`config.mk`:
```
export PLATFORM = sky130hd
export DESIGN_NAME = lsq_dcache_scheduler_flat
export DESIGN_NICKNAME = d
export VERILOG_FILES = /design/src/rtl/lsq_dcache_scheduler_if.sv /design/src/rtl/lsq_dcache_scheduler.sv /design/src/flat_wrapper.sv
export SDC_FILE = /design/constraint.sdc
export NUM_CORES = 1
export LEC_CHECK = 0
export ABC_AREA = 1
export ABC_CLOCK_PERIOD_IN_PS = 1600
export CORE_MARGIN = 2
export CORE_UTILIZATION = 36
export CTS_BUF_LIST = sky130_fd_sc_hd__clkbuf_8
export DETAILED_ROUTE_END_ITERATION = 12
export GPL_TIMING_DRIVEN = 0
export PLACE_DENSITY = 0.79
export SETUP_SLACK_MARGIN = 0.02
export SYNTH_ARGS = -nofsm -noshare
export SYNTH_HDL_FRONTEND = slang
export SYNTH_SLANG_ARGS = --single-unit
```
`constraint.sdc`:
```
create_clock -name clk -period 1.6 [get_ports clk]
set_input_delay 0.16 -clock clk [delete_from_list [all_inputs] [get_ports clk]]
set_output_delay 0.16 -clock clk [all_outputs]
set_load 0.01 [all_outputs]
```
`src/rtl/lsq_dcache_scheduler_if.sv`:
```
// Request/response bus between the LSQ scheduler and the d-cache port.
// master = scheduler, slave = cache.
interface lsq_dcache_scheduler_if #(
   parameter int ADDR_WIDTH = 32,
   parameter int DATA_WIDTH = 32
);
   logic                  dc_req_valid;
   logic                  dc_req_write;
   logic [ADDR_WIDTH-1:0] dc_req_addr;
   logic [DATA_WIDTH-1:0] dc_req_data;
   logic                  dc_req_ready;
   logic                  dc_resp_valid;
   logic [DATA_WIDTH-1:0] dc_resp_data;

   modport master (
      output dc_req_valid, dc_req_write, dc_req_addr, dc_req_data,
      input  dc_req_ready, dc_resp_valid, dc_resp_data
   );

   modport slave (
      input  dc_req_valid, dc_req_write, dc_req_addr, dc_req_data,
      output dc_req_ready, dc_resp_valid, dc_resp_data
   );
endinterface

```
`src/rtl/lsq_dcache_scheduler.sv`:
```
// Arbitrates the single d-cache port between committed-store drain and the
// load-queue head, one operation in flight at a time, with load squash on flush.
//
// state      | meaning
// IDLE       | choose store or load (or nothing) this cycle
// ST_REQ     | store request presented, waiting for dc_req_ready
// ST_WAIT    | store accepted, waiting for dc_resp_valid
// LD_REQ     | load request presented, waiting for dc_req_ready
// LD_WAIT    | load accepted, waiting for dc_resp_valid
// LD_DISCARD | squashed load still in the cache; drop its response
module lsq_dcache_scheduler #(
   parameter int ADDR_WIDTH       = 32,
   parameter int DATA_WIDTH       = 32,
   parameter int ID_WIDTH         = 6,
   parameter int CNT_WIDTH        = 4,
   parameter int STORE_HIGH_WATER = 4,
   parameter int STARVE_LIMIT     = 8
) (
   input  logic                  clk,
   input  logic                  rst_n,
   input  logic                  st_commit,
   input  logic                  st_head_valid,
   input  logic [ADDR_WIDTH-1:0] st_head_addr,
   input  logic [DATA_WIDTH-1:0] st_head_data,
   output logic                  st_pop,
   input  logic                  ld_head_valid,
   input  logic [ADDR_WIDTH-1:0] ld_head_addr,
   input  logic [ID_WIDTH-1:0]   ld_head_id,
   output logic                  ld_pop,
   input  logic                  flush,
   lsq_dcache_scheduler_if.master dc,
   output logic                  ld_wb_valid,
   output logic [DATA_WIDTH-1:0] ld_wb_data,
   output logic [ID_WIDTH-1:0]   ld_wb_id,
   output logic [CNT_WIDTH-1:0]  committed_stores,
   output logic                  busy
);

   typedef enum logic [2:0] {
      IDLE, ST_REQ, ST_WAIT, LD_REQ, LD_WAIT, LD_DISCARD
   } state_t;

   localparam int SW = $clog2(STARVE_LIMIT + 1);
   localparam logic [CNT_WIDTH-1:0] CNT_MAX    = '1;
   localparam logic [CNT_WIDTH-1:0] HIGH_WATER = CNT_WIDTH'(STORE_HIGH_WATER);
   localparam logic [SW-1:0]        STARVE_MAX = SW'(STARVE_LIMIT);

   state_t                state, state_nxt;
   logic [CNT_WIDTH-1:0]  cnt;
   logic [SW-1:0]         starve, starve_nxt;
   logic [ADDR_WIDTH-1:0] addr_q;
   logic [DATA_WIDTH-1:0] data_q;
   logic [ID_WIDTH-1:0]   id_q;
   logic                  store_elig, load_elig, store_win;
   logic                  latch_st, latch_ld, cnt_inc;

   assign store_elig = (cnt != '0) && st_head_valid;
   assign load_elig  = ld_head_valid && !flush;
   assign store_win  = store_elig &&
                       ((cnt >= HIGH_WATER) || (starve >= STARVE_MAX) || !load_elig);

   always_comb begin
      state_nxt       = state;
      starve_nxt      = starve;
      latch_st        = 1'b0;
      latch_ld        = 1'b0;
      dc.dc_req_valid = 1'b0;
      dc.dc_req_write = 1'b0;
      dc.dc_req_addr  = '0;
      dc.dc_req_data  = '0;
      st_pop          = 1'b0;
      ld_pop          = 1'b0;
      ld_wb_valid     = 1'b0;
      ld_wb_data      = '0;
      ld_wb_id        = '0;
      case (state)
         IDLE: begin
            if (store_win) begin
               state_nxt  = ST_REQ;
               latch_st   = 1'b1;
               starve_nxt = '0;
            end else if (load_elig) begin
               state_nxt = LD_REQ;
               latch_ld  = 1'b1;
               if (store_elig && (starve != STARVE_MAX))
                  starve_nxt = starve + 1'b1;
            end
         end
         ST_REQ: begin
            dc.dc_req_valid = 1'b1;
            dc.dc_req_write = 1'b1;
            dc.dc_req_addr  = addr_q;
            dc.dc_req_data  = data_q;
            if (dc.dc_req_ready)
               state_nxt = ST_WAIT;
         end
         ST_WAIT: begin
            if (dc.dc_resp_valid) begin
               st_pop    = 1'b1;
               state_nxt = IDLE;
            end
         end
         LD_REQ: begin
            // a flushed load must never be accepted, so valid is gated here
            if (flush) begin
               state_nxt = IDLE;
            end else begin
               dc.dc_req_valid = 1'b1;
               dc.dc_req_addr  = addr_q;
               if (dc.dc_req_ready)
                  state_nxt = LD_WAIT;
            end
         end
         LD_WAIT: begin
            if (flush) begin
               state_nxt = dc.dc_resp_valid ? IDLE : LD_DISCARD;
            end else if (dc.dc_resp_valid) begin
               ld_pop      = 1'b1;
               ld_wb_valid = 1'b1;
               ld_wb_data  = dc.dc_resp_data;
               ld_wb_id    = id_q;
               state_nxt   = IDLE;
            end
         end
         LD_DISCARD: begin
            if (dc.dc_resp_valid)
               state_nxt = IDLE;
         end
         default: state_nxt = IDLE;
      endcase
   end

   // a commit at saturation is only kept when a drain frees a slot that cycle
   assign cnt_inc = st_commit && ((cnt != CNT_MAX) || st_pop);

   always_ff @(posedge clk) begin
      if (!rst_n) begin
         state  <= IDLE;
         cnt    <= '0;
         starve <= '0;
         addr_q <= '0;
         data_q <= '0;
         id_q   <= '0;
      end else begin
         state  <= state_nxt;
         starve <= starve_nxt;
         if (latch_st) begin
            addr_q <= st_head_addr;
            data_q <= st_head_data;
         end else if (latch_ld) begin
            addr_q <= ld_head_addr;
            data_q <= '0;
            id_q   <= ld_head_id;
         end
         case ({cnt_inc, st_pop})
            2'b10:   cnt <= cnt + 1'b1;
            2'b01:   cnt <= cnt - 1'b1;
            default: cnt <= cnt;
         endcase
      end
   end

   assign committed_stores = cnt;
   assign busy             = (state != IDLE);

   commit_overflow: assert property (@(posedge clk) disable iff (!rst_n)
      !(st_commit && (cnt == CNT_MAX) && !st_pop));

endmodule

```
`src/flat_wrapper.sv`:
```
// flat-port wrapper written by rule: the top's interface ports become plain ports
module lsq_dcache_scheduler_flat 
#(
   parameter int ADDR_WIDTH       = 32,
   parameter int DATA_WIDTH       = 32,
   parameter int ID_WIDTH         = 6,
   parameter int CNT_WIDTH        = 4,
   parameter int STORE_HIGH_WATER = 4,
   parameter int STARVE_LIMIT     = 8
)
  (clk, rst_n, st_commit, st_head_valid, st_head_addr, st_head_data, st_pop, ld_head_valid, ld_head_addr, ld_head_id, ld_pop, flush, ld_wb_valid, ld_wb_data, ld_wb_id, committed_stores, busy, dc_dc_req_valid, dc_dc_req_write, dc_dc_req_addr, dc_dc_req_data, dc_dc_req_ready, dc_dc_resp_valid, dc_dc_resp_data);
  lsq_dcache_scheduler_if #(.ADDR_WIDTH(ADDR_WIDTH), .DATA_WIDTH(DATA_WIDTH)) dc_i ();
  input  logic clk;
  input  logic rst_n;
  input  logic st_commit;
  input  logic st_head_valid;
  input  logic [ADDR_WIDTH-1:0] st_head_addr;
  input  logic [DATA_WIDTH-1:0] st_head_data;
  output logic st_pop;
  input  logic ld_head_valid;
  input  logic [ADDR_WIDTH-1:0] ld_head_addr;
  input  logic [ID_WIDTH-1:0] ld_head_id;
  output logic ld_pop;
  input  logic flush;
  output logic ld_wb_valid;
  output logic [DATA_WIDTH-1:0] ld_wb_data;
  output logic [ID_WIDTH-1:0] ld_wb_id;
  output logic [CNT_WIDTH-1:0] committed_stores;
  output logic busy;
  output wire logic [$bits(dc_i.dc_req_valid)-1:0] dc_dc_req_valid;
  output wire logic [$bits(dc_i.dc_req_write)-1:0] dc_dc_req_write;
  output wire logic [$bits(dc_i.dc_req_addr)-1:0] dc_dc_req_addr;
  output wire logic [$bits(dc_i.dc_req_data)-1:0] dc_dc_req_data;
  input wire logic [$bits(dc_i.dc_req_ready)-1:0] dc_dc_req_ready;
  input wire logic [$bits(dc_i.dc_resp_valid)-1:0] dc_dc_resp_valid;
  input wire logic [$bits(dc_i.dc_resp_data)-1:0] dc_dc_resp_data;
  assign dc_dc_req_valid = dc_i.dc_req_valid;
  assign dc_dc_req_write = dc_i.dc_req_write;
  assign dc_dc_req_addr = dc_i.dc_req_addr;
  assign dc_dc_req_data = dc_i.dc_req_data;
  assign dc_i.dc_req_ready = dc_dc_req_ready;
  assign dc_i.dc_resp_valid = dc_dc_resp_valid;
  assign dc_i.dc_resp_data = dc_dc_resp_data;
  lsq_dcache_scheduler #(.ADDR_WIDTH(ADDR_WIDTH), .DATA_WIDTH(DATA_WIDTH), .ID_WIDTH(ID_WIDTH), .CNT_WIDTH(CNT_WIDTH), .STORE_HIGH_WATER(STORE_HIGH_WATER), .STARVE_LIMIT(STARVE_LIMIT)) u_core (.clk(clk), .rst_n(rst_n), .st_commit(st_commit), .st_head_valid(st_head_valid), .st_head_addr(st_head_addr), .st_head_data(st_head_data), .st_pop(st_pop), .ld_head_valid(ld_head_valid), .ld_head_addr(ld_head_addr), .ld_head_id(ld_head_id), .ld_pop(ld_pop), .flush(flush), .dc(dc_i), .ld_wb_valid(ld_wb_valid), .ld_wb_data(ld_wb_data), .ld_wb_id(ld_wb_id), .committed_stores(committed_stores), .busy(busy));
endmodule
```
; Word-level counts from Yosys, hierarchy flattened
; Index checks and enable logic that the tools add are counted.
[word_totals]
regBits = 81
out_inout_bits = 112
[op_classes]
addsub = 3
n_lt_le_gt_ge = 2
n_eq_ne = 12
mux = 38
bitwise = 1
n_reduce_logical = 21
[ops]
columns = cell, n
row1 = 2-to-1 mux 32 bit, 9
row2 = one-hot mux 32 bit (2 select lines), 1
row3 = 2-to-1 mux 3 bit, 8
row4 = 2-to-1 mux 6 bit, 3
row5 = one-hot mux 3 bit (5 select lines), 1
row6 = 2-to-1 mux 4 bit, 3
row7 = 2-to-1 mux 1 bit, 11
row8 = adder 4 x 1 -> 4 bit (second input constant), 2
row9 = inequality test 4 bit (second input constant), 2
row10 = one-hot mux 4 bit (2 select lines), 1
row11 = nonzero test 2 bit, 4
row12 = == test 3 x 2 -> 1 bit (second input constant), 2
row13 = == test 3 bit (second input constant), 2
row14 = AND reduction 3 bit, 2
row15 = logical AND 1 bit, 5
row16 = >= comparator 4 x 3 -> 1 bit (second input constant), 1
row17 = >= comparator 4 bit (second input constant), 1
row18 = nonzero test 4 bit, 1
row19 = subtractor 4 x 1 -> 4 bit (second input constant), 1
row20 = == test 3 x 1 -> 1 bit (second input constant), 1
row21 = zero test 3 bit, 1
row22 = logical OR 1 bit, 3
row23 = inequality test 3 x 1 -> 1 bit (second input constant), 1
row24 = inequality test 3 bit (second input constant), 1
row25 = other kinds (9), 10

; Depth between registers and ports, before layout
[depth]
depth_word = 9
depth_mapped = 11

; Least setup slack after synthesis
; OpenSTA, ideal clock, no wires.
[synth_path]
path_type = flip-flop to output port
start = reg u_core.state[1]
end = out ld_wb_valid
t_arrival_ns = 1.464
path_slack_ns = -0.024
path_stages_with_launch = 9
path_cell_list = dfxtp_1 -> nor2_1 -> inv_1 -> nor2_1 -> nand3_1 -> clkbuf_1 -> buf_1 -> inv_1 -> buf_4
[synth_via]
elab_chain_cells = 2
[synth_rtl]
columns = element, line_no
row1 = from (decl), lsq_dcache_scheduler.sv:48  ; state_t state, state_nxt;
row2 = from (signal assigned), lsq_dcache_scheduler.sv:145  ; state <= state_nxt;
row3 = == test 3 bit, --
row4 = 2-to-1 mux 1 bit, --
row5 = to (decl), flat_wrapper.sv:25  ; output logic ld_wb_valid;
; No other way between the ends.

; Worst setup path after layout
[layout_path]
start = reg u_core.state[1]
end = reg u_core.cnt[2] (netlist: u_core.committed_stores[2])
[layout_via]
elab_chain_cells = 6
word_cells_on_any_way = 8
classes_between = eq/ne: 3 / mux: 2 / reduce/logical: 3
[layout_rtl]
columns = element, line_no
row1 = == test 3 x 2 -> 1 bit *, lsq_dcache_scheduler.sv:76  ; case (state)
row2 = 2-to-1 mux 1 bit *, lsq_dcache_scheduler.sv:76
row3 = logical OR 1 bit, lsq_dcache_scheduler.sv:134  ; assign cnt_inc = st_commit && ((cnt != CNT_MAX) || st_pop);
row4 = logical AND 1 bit, lsq_dcache_scheduler.sv:134
row5 = == test 2 x 1 -> 1 bit or == test 2 bit (tied branches), lsq_dcache_scheduler.sv:155  ; case ({cnt_inc, st_pop})
row6 = one-hot mux 4 bit (2 select lines) or nonzero test 2 bit (tied branches), --
row7 = to (signal assigned), lsq_dcache_scheduler.sv:156  ; 2'b10: cnt <= cnt + 1'b1;
row8 = to (signal assigned), lsq_dcache_scheduler.sv:157  ; 2'b01: cnt <= cnt - 1'b1;
row9 = to (signal assigned), lsq_dcache_scheduler.sv:158  ; default: cnt <= cnt;
row10 = to (decl), lsq_dcache_scheduler.sv:49  ; logic [CNT_WIDTH-1:0] cnt;
; Mark *: on every way between the ends. The rest lies on a longest branch, timed or not.
; A chain may end at the register's enable or synchronous reset.

==> results by group <==
Timing
  • Tmin final: 1.83 ns
  • Setup Viol. Count Final: 179
  • Worst-Margin Slew: 0.709 ns
  • Slew headroom: 52.7%
  • Worst Skew: 0.00804 ns
  • Final period util: 114%
  • Final hold vios: 0
  • Slew Viols, Final: 0
  • RSZ-0062 raised after global routing: true
  • Post-route setup slack: -0.231 ns
  • Achievable clock frequency: 546 MHz

Pwr
  • Pint: 6.56 mW
  • Pwr Total: 10.8 mW
  • Worst VDD drop: 693 uV
  • Switch Pwr: 4.22 mW
  • Sw frac: 39.1%
  • Flop pwr share: 24.4%
  • Comb pwr share: 58.5%
  • Power Density: 1140 nW/um^2
  • Clk pwr share: 17.0%
  • P_leak: 4.45 nW

Floorplanning
  • Row cnt: 40
  • Core box area: 12100 sq um
  • Initial Util: 37.0%
  • Die W: 115 microns
  • Boundary pin count: 254
  • Die area: 13300 sq um
  • Die Height: 115 microns

Final layout
  • Fillers: 803
  • Nets: 1257
  • Area growth, synth to finish: 112%
  • ANT cells: 0
  • Share of cells above drive strength 1: 40.0%
  • Fin area: 9450 sq um
  • Fin util: 78.4%

Global routing
  • GR Overflow Total: 0
  • Largest net degree at the start of global routing: 14
  • Initial antenna violation count: 0
  • First-pass GRT wire length: 24.5 mm
  • Total track usage: 23.2%
  • Vias in the first global route: 5259

Clock tree
  • Clk Latency, worst-skew pair: 0.36 ns
  • Clock Tree Root: clkbuf_8
  • CTS buffer count: 9
  • CTS Sinks: 81
  • H-tree lvl count: 3
  • CTS max path bufs: 2
  • Clock Pin Slew Worst Setup and Hold Paths: 0.08 ns
  • CTS tree: done
  • # hold bufs at CTS: 0

Critical path
  • Startpoint class of the critical path: flip-flop
  • Worst Setup End Kind: flip-flop
  • Critical path class: reg -> reg
  • Worst Setup SP: u_core.state[1]
  • Worst Path Arrival: 2.12 ns
  • RR Startpoint: u_core.state[1]
  • CP required: 1.89 ns
  • Maximum fanout along the worst path: 3

Run status
  • Outcome: complete, but fails checks
  • Violated checks: setup timing

Synth
  • Yosys warning count: 0
  • Syn Std Cell Area: 4460 sq um
  • Top post-synthesis cells by area: dfxtp_1 36%, nand2_1 23%, nor2_1 16%
  • Mapped Cells: 778
  • Synth area leader: dfxtp_1
  • Top cell type's share of synthesized area: 36.3%
  • Seq/Total Area, Yosys: 36.3%
  • Syn_nets: 923
  • Yosys cell types: 23
  • Mapped Avg Cell Area: 5.73 sq um
  • Flops & latches, synth: 81

Route
  • Residual DRC: 0
  • Drt pass-1 iters: 5
  • Routed Wire Length: 19.4 mm
  • Final ANT Viol Nets: 0
  • Iter 0 DRT Violations: 222
  • WL/cell: 15.1 microns
  • Vias/cell: 4.71
  • Vias: 6055

Hold path
  • Hold crit path type: in -> reg
  • Worst hold start: rst_n

Run
  • Max-capacitance violation count: 0

Placed design
  • Placed inst area: 7200 sq um
  • GPL Wtd Cong: 0.787
  • Buffers on Ports: 252
  • Post-DP HPWL: 11.2 mm
[cell families (layout without fill, tap and decap cells)]
logic type                 Yosys count  count (layout)  synth area share, %
and+or+nand+nor                    481             481                 41.5
buffers and inverters              163             502                 15.2
DFF                                 81              81                 36.3
AOI/OAI and AO/OA                   48              48                 5.69
adders and majority gates            3               3                0.841
xor gates and xnor gates             2               2                0.393
[cell usage after synthesis]
cell type / instances
clkbuf_1: 15
ha_1: 3
nor2_2: 3
clkinv_2: 1
nor3_1: 2
nor2_4: 1
a211oi_1: 1
dfxtp_1: 81
buf_1: 1
nand2_4: 1
o21ai_4: 1
buf_2: 11
o21ai_0: 5
xor2_1: 2
buf_4: 10
buf_6: 2
nor2_1: 192
a21oi_1: 41
nand3_1: 11
clkinv_1: 1
nand4_1: 3
inv_1: 122
nand2_1: 268
[power groups by stage]
stage / Combinational (mW) / Sequential [mW] / Clock (mW)
floorplan: 2.19 / 2.60 / 0
global placement: 3.49 / 2.62 / 0
detailed placement: 3.53 / 2.64 / 0
CTS: 4.90 / 2.61 / 1.87
global route: 6.76 / 2.67 / 1.95
finish: 6.31 / 2.63 / 1.84
[layout make-up]
cell class                      count  area [sq um]  share of cell area [%]
Clock inverter                      6           106                    1.13
Clock buffer                       10           138                    1.46
Tap cell                          168           210                    2.22
Timing Repair Buffer              322          3130                    33.1
Multi-Input combinational cell    534          3200                    33.9
Inverter                          124           490                    5.19
Sequential cell                    81          1650                    17.4
Buffer                             39           515                    5.45
Timing Repair inverter              1          11.3                   0.119
[worst paths after layout]
path	end	slack (ns)	cells past startpoint
max	u_core.committed_stores[2]	-0.23	12
max reg2reg	u_core.committed_stores[2]	-0.23	12
min	u_core.starve[2]	0.34	3
min reg2reg	u_core.committed_stores[0]	0.45	1
[state kept, by name, summed over array words and instances, names as in the netlist]
| name | count |
|---|---|
| u_core.addr_q | 32 |
| u_core.data_q | 32 |
| u_core.id_q | 6 |
| u_core.committed_stores | 4 |
| u_core.starve | 4 |
| u_core.state | 3 |
[placed cells by master (no fill, tap or decap), drive strengths merged]
cell type and n:
buf 189, clkinv 3, a211oi 1, inv 124, nor2 196, xor2 2, dlygate4sd2 2, dfxtp 81
clkinvlp 1, nand2 269, clkdlybuf4s15 5, clkdlybuf4s50 144, a21oi 41, o21ai 6, bufinv 3, nor3 2
nand4 3, nand3 11, ha 3, clkbuf 31
[through the flow]
step / instances / hold WS, ns / setup WS (ns) / TNS (ns)
2_1_floorplan: 778 / 0.295 / 0.0980 / 0
6_report: 1285 / 0.341 / -0.231 / -22.29
3_3_place_gp: 1198 / 0.447 / -0.786 / -70.41
4_1_cts: 1266 / 0.229 / -0.219 / -16.80
5_1_grt: 1285 / 0.347 / -0.324 / -34.69
3_5_place_dp: 1198 / 0.452 / -0.783 / -69.80
[layer usage]
layer,global-route usage [%],up-vias,share of wire (%)
li1,-,2940,-
met1,24.6,2761,35
met2,43.3,283,53
met3,5.80,71,8.3
met4,9.96,0,4.3
met5,0,-,0
[what timing repair did]
item | CTS | global route
gates resized for setup | 569 | 334
buffers inserted | 41 | 15
pin swaps | 18 | 90
gates cloned | 12 | 7
endpoints found under the setup margin | 175 | 181
[critical path, stage by stage (launching register included)]
cell     delay, ns
dfxtp_4       0.38
buf_4         0.12
buf_4         0.10
nand4_1       0.15
nor2_2        0.18
xor2_1        0.17
ha_2          0.21
nor2_1        0.05
nand2_1       0.08
nand2_1       0.08
nand3_1       0.08
nand2_1       0.06
nor2_1        0.10
No activity file was read; power rests on OpenSTA's default activity.
==> RTL edit 1, RTL diff (same flow settings) <==
`DATA_WIDTH` is set to 32 in 3 places; all go to 48.
--- a/src/rtl/lsq_dcache_scheduler_if.sv
+++ b/src/rtl/lsq_dcache_scheduler_if.sv
@@ -4,3 +4,3 @@
    parameter int ADDR_WIDTH = 32,
-   parameter int DATA_WIDTH = 32
+   parameter int DATA_WIDTH = 48
 );
--- a/src/rtl/lsq_dcache_scheduler.sv
+++ b/src/rtl/lsq_dcache_scheduler.sv
@@ -12,3 +12,3 @@
    parameter int ADDR_WIDTH       = 32,
-   parameter int DATA_WIDTH       = 32,
+   parameter int DATA_WIDTH       = 48,
    parameter int ID_WIDTH         = 6,
--- a/src/flat_wrapper.sv
+++ b/src/flat_wrapper.sv
@@ -4,3 +4,3 @@
    parameter int ADDR_WIDTH       = 32,
-   parameter int DATA_WIDTH       = 32,
+   parameter int DATA_WIDTH       = 48,
    parameter int ID_WIDTH         = 6,
Ports: changed (resized dc_dc_req_data, dc_dc_resp_data, ld_wb_data and st_head_data); port bits go from 254 to 318. No check against the original RTL was run, so the function may have changed too.
==> RTL edit 1 against the unedited design <==
Final cell count grew 17%; largest power group unchanged; count of clock-buffer cells in the layout shrank 1; non-clock buffer count grew 76; routed wire length grew 14%; design area grew 14%; global-route usage shrank 0.062 points; fmax shrank 10%; sequential cell count grew 16; clock skew grew 4.3 ps; critical endpoint is now dc_dc_req_addr[5]; the flow still finishes with violations (setup timing); worst setup slack lost 210 ps; synthesized area grew 18%; sequential power grew 19%; critical path depth shrank 2; power grew 5.9%.
==> RTL edit 1: results (changes against the unedited design) <==
outcome=complete, but fails checks (unchanged); violated checks=setup timing (unchanged); M3 GR Usage=0.0556 (was 0.0580); Slew headroom=0.564 (was 0.527); drt wl/cell=14.6 µm (was 15.1 µm); Sw Share=0.393 (was 0.391); number of global-route vias before repair=6,108 (was 5,259); Total GRT Usage=0.232 (about the same); global-route wire length before repair=29,500 µm (was 24,500 µm); Leak=5.05 nW (was 4.45 nW); Reg2Reg Setup Slack=-150 ps (was -230 ps); CP delay by family, top=buffers and inverters (was simple AND/OR/NAND/NOR gates); Fillers=1,073 (was 803); sequential fraction of the synthesis area=0.369 (was 0.363); final worst slack=-446 ps (was -231 ps); pre-CTS WS=-777 ps (was -783 ps); synth top area cells=dfxtp_1 (37%), nand2_1 (21%), nor2_1 (16%) (was dfxtp_1 (36%), nand2_1 (23%), nor2_1 (16%)); Largest regs=u_core.data_q x48, u_core.addr_q x32, u_core.id_q x6 (was u_core.addr_q x32, u_core.data_q x32, u_core.id_q x6); reg2reg end=u_core.data_q[11] (was u_core.committed_stores[2]); total number of vias=6,872 (was 6,055); Setup Viol. Count Final=228 (was 179); post-DP HPWL=14,200 µm (was 11,200 µm); Worst Reg2Reg Path Length in Cells=10 (was 12); Placer Congestion=0.824 (was 0.787); largest net degree at the start of global routing=16 (was 14); clock power share=0.139 (was 0.170)
[RTL edit 1: changes by cell type after synthesis, moves of 2 or more]
cell,change
dfxtp_1,+16
a21oi_1,+16
buf_6,+4
buf_4,-2
clkbuf_1,+3
inv_1,+32
nand2_1,+32
buf_2,+4
nor2_1,+32
[RTL edit 1: final cells by class]
type	count	area [µm²]	share of cell area
repair inverters	1	8.76	0.000816
multi-input cells	615	3410	0.317
well taps	184	230	0.0214
plain buffers	46	508	0.0473
inverters	156	616	0.0573
clock buffers	9	124	0.0115
flip-flops and latches	97	1970	0.183
repair buffers	391	3810	0.355
clock inverters	7	63.8	0.00594
[RTL edit 1: cells by family (layout without fill, tap and decap cells)]
family,Yosys count,count (layout),synth area share
xor gates and xnor gates,2,2,0.00333
adders and majority gates,3,3,0.00713
buffers and inverters,204,610,0.163
DFF,97,97,0.369
and+or+nand+nor,545,546,0.395
AOI/OAI and AO/OA,64,64,0.0620
[RTL edit 1: worst max path at each step]
stage | startpoint | endpoint | slack, ps | depth (start not counted)
floorplan | u_core.state[2] | u_core.committed_stores[2] | 140 | 10
global placement | flush | ld_wb_valid | -750 | 7
detailed placement | flush | ld_wb_valid | -780 | 7
CTS | u_core.state[1] | ld_wb_data[6] | -540 | 10
global route | u_core.state[1] | dc_dc_req_addr[5] | -540 | 10
finish | u_core.state[1] | dc_dc_req_addr[5] | -450 | 10
[RTL edit 1: worst reg2reg max path: cells and delay by family, from the launching register on]
family / cells / cell delay [ps]
simple gates: 5 / 510
buf+inv: 3 / 450
flops: 1 / 380
compound gates: 2 / 340
[RTL edit 1: repair_timing]
action	CTS	global route
buffers inserted	24	32
pin swaps	4	71
resized for setup	433	569
gates cloned	6	18
setup endpoints to repair	227	234
==> RTL edit 2, RTL diff (same flow settings) <==
Without the edit above. The 6 states of `state_t` get a one-hot encoding in 6 bits.
--- a/src/rtl/lsq_dcache_scheduler.sv
+++ b/src/rtl/lsq_dcache_scheduler.sv
@@ -38,4 +38,4 @@
 
-   typedef enum logic [2:0] {
-      IDLE, ST_REQ, ST_WAIT, LD_REQ, LD_WAIT, LD_DISCARD
+   typedef enum logic [5:0] {
+      IDLE = 6'b000001, ST_REQ = 6'b000010, ST_WAIT = 6'b000100, LD_REQ = 6'b001000, LD_WAIT = 6'b010000, LD_DISCARD = 6'b100000
    } state_t;
Behaviour: no difference found for any inputs over 4 cycles, from zero or initial values and one cycle with rst_n low; so few cycles prove little.
==> RTL edit 2 against the unedited design <==
Clock skew increased by 7.1 ps; synthesized area increased by 3.7%; sequential cell count increased by 3; count of clock-buffer cells in the layout decreased by 1; design area decreased by 1.6%; the flow still finishes with violations (setup timing); utilization decreased by 4.4 points; via count decreased by 0.94%; worst setup slack got worse by 310 ps; routed wire length decreased by 3.5%; first-iteration DRC count decreased by 1.8%; register-to-register slack got worse by 40 ps; global-route usage increased by 0.78 points.
Power is not compared: it rests on default switching activity, and its combinational part moved more than twofold at a synthesized area within 25%.
==> RTL edit 2: results (changes against the unedited design) <==
outcome=complete, but fails checks (unchanged); violated checks=setup timing (unchanged); Clock Skew=15.2 ps (was 8.04 ps); synth top area cells=dfxtp_1 (36%), nand2_1 (21%), nor2_1 (16%) (was dfxtp_1 (36%), nand2_1 (23%), nor2_1 (16%)); placed insts=1,222 (was 1,198); post-DP HPWL=11,700 µm (was 11,200 µm); Crit Path Max Fanout=7 (was 3); Synth Area in XOR/XNOR=0.00189 (was 0.00393); Avg Vias per Cell=4.60 (was 4.71); reg2reg end=u_core.addr_q[23] (was u_core.committed_stores[2]); Total GRT Usage=0.240 (was 0.232); Post-Route WL=18,700 µm (was 19,400 µm); final worst slack=-539 ps (was -231 ps); Reg2Reg Setup Slack=-270 ps (was -230 ps); setup TNS=-61,380 ps (was -22,290 ps); Worst-path clk slew=100 ps (was 80 ps); global-route wire length before repair=26,900 µm (was 24,500 µm); placed inst area=7570 µm² (was 7200 µm²); Synthesized Nets=943 (was 923); Worst Hold End=u_core.state[0] (was u_core.starve[2]); Hold Path Stages=4 (was 3); Post-synth top cells=nand2_1 (261), nor2_1 (195), inv_1 (125) (was nand2_1 (268), nor2_1 (192), inv_1 (122)); worst-case vdd ir drop=between 0.0004 and 0.0005 V; Fillers=975 (was 803); hold slack=323 ps (was 341 ps); Placer Congestion=0.828 (was 0.787); number of global-route vias before repair=5,482 (was 5,259); post-synthesis compound-gate area fraction=0.0576 (was 0.0569); Reg2Reg Launch Point=u_core.state[3] (was u_core.state[1]); Setup Viol. Count Final=189 (was 179); share of cells above drive strength 1=0.333 (was 0.400); Layout Nets=1,271 (was 1,257); DR iter-0 viols=218 (was 222); sequential fraction of the synthesis area=0.364 (was 0.363)
-- RTL edit 2: cell types whose count changed in the layout (fill, tap and decap cells not counted), sizes merged, moves of 4 or more --
cell	change
nand4	+5
inv	+5
nor2	+4
nand2	-8
buf	+5
nand3	+4
clkbuf	-6
-- RTL edit 2: layout make-up --
| cell class | instances | area (µm²) | area share |
|---|---|---|---|
| buffer | 36 | 394 | 0.0424 |
| clock buffer | 9 | 124 | 0.0133 |
| clock inverter | 7 | 109 | 0.0117 |
| inverter | 127 | 489 | 0.0526 |
| multi-input combinational | 548 | 3060 | 0.329 |
| sequential | 84 | 1710 | 0.184 |
| tap | 172 | 215 | 0.0231 |
| timing repair buffer | 320 | 3200 | 0.344 |
-- RTL edit 2: power by group --
group	switching, mW	internal, mW
logic	1.01	0.908
registers	0.0818	2.28
clock network	0.798	1.02
total	1.89	4.21
-- RTL edit 2: what timing repair did --
| item | 4_1_cts | 5_1_grt |
|---|---|---|
| resized for setup | 541 | 263 |
| gates cloned | 1 | 8 |
| pin swaps | 17 | 22 |
| endpoints found under the setup margin | 187 | 194 |
| setup buffers | 36 | 30 |
-- RTL edit 2: layer usage --
layer,vias to the layer above,GRT usage,part of all wire
met3,48,0.0584,0.072
li1,3005,-,-
met4,0,0.0919,0.030
met5,-,0,0
met1,2706,0.273,0.37
met2,239,0.432,0.53
-- RTL edit 2: how the worst max path moves through the flow --
| stage | startpoint | to | slack, ps | depth (start not counted) |
|---|---|---|---|---|
| 2_1_floorplan | u_core.state[3] | ld_wb_data[16] | -30 | 7 |
| 3_3_place_gp | flush | dc_dc_req_addr[18] | -820 | 6 |
| 3_5_place_dp | flush | dc_dc_req_addr[3] | -840 | 6 |
| 4_1_cts | u_core.state[2] | dc_dc_req_addr[3] | -560 | 9 |
| 5_1_grt | u_core.state[4] | dc_dc_req_addr[7] | -600 | 8 |
| 6_report | u_core.state[1] | ld_wb_id[1] | -540 | 8 |
-- RTL edit 2: cells by family after synthesis --
| logic type | Yosys count |
|---|---|
| xor+xnor | 1 |
| compound gates | 52 |
| flops | 84 |
| simple gates | 492 |
| buf+inv | 166 |
| fa+ha+maj | 3 |
-- RTL edit 2: critical path: stages (launching register included) --
cell       delay, ps
dfxtp_4          380
nor2_4           180
nand4_1          240
nor3_4           210
inv_2             90
buf_12           160
clkbuf_16        170
nor2_4            80
buf_6            100
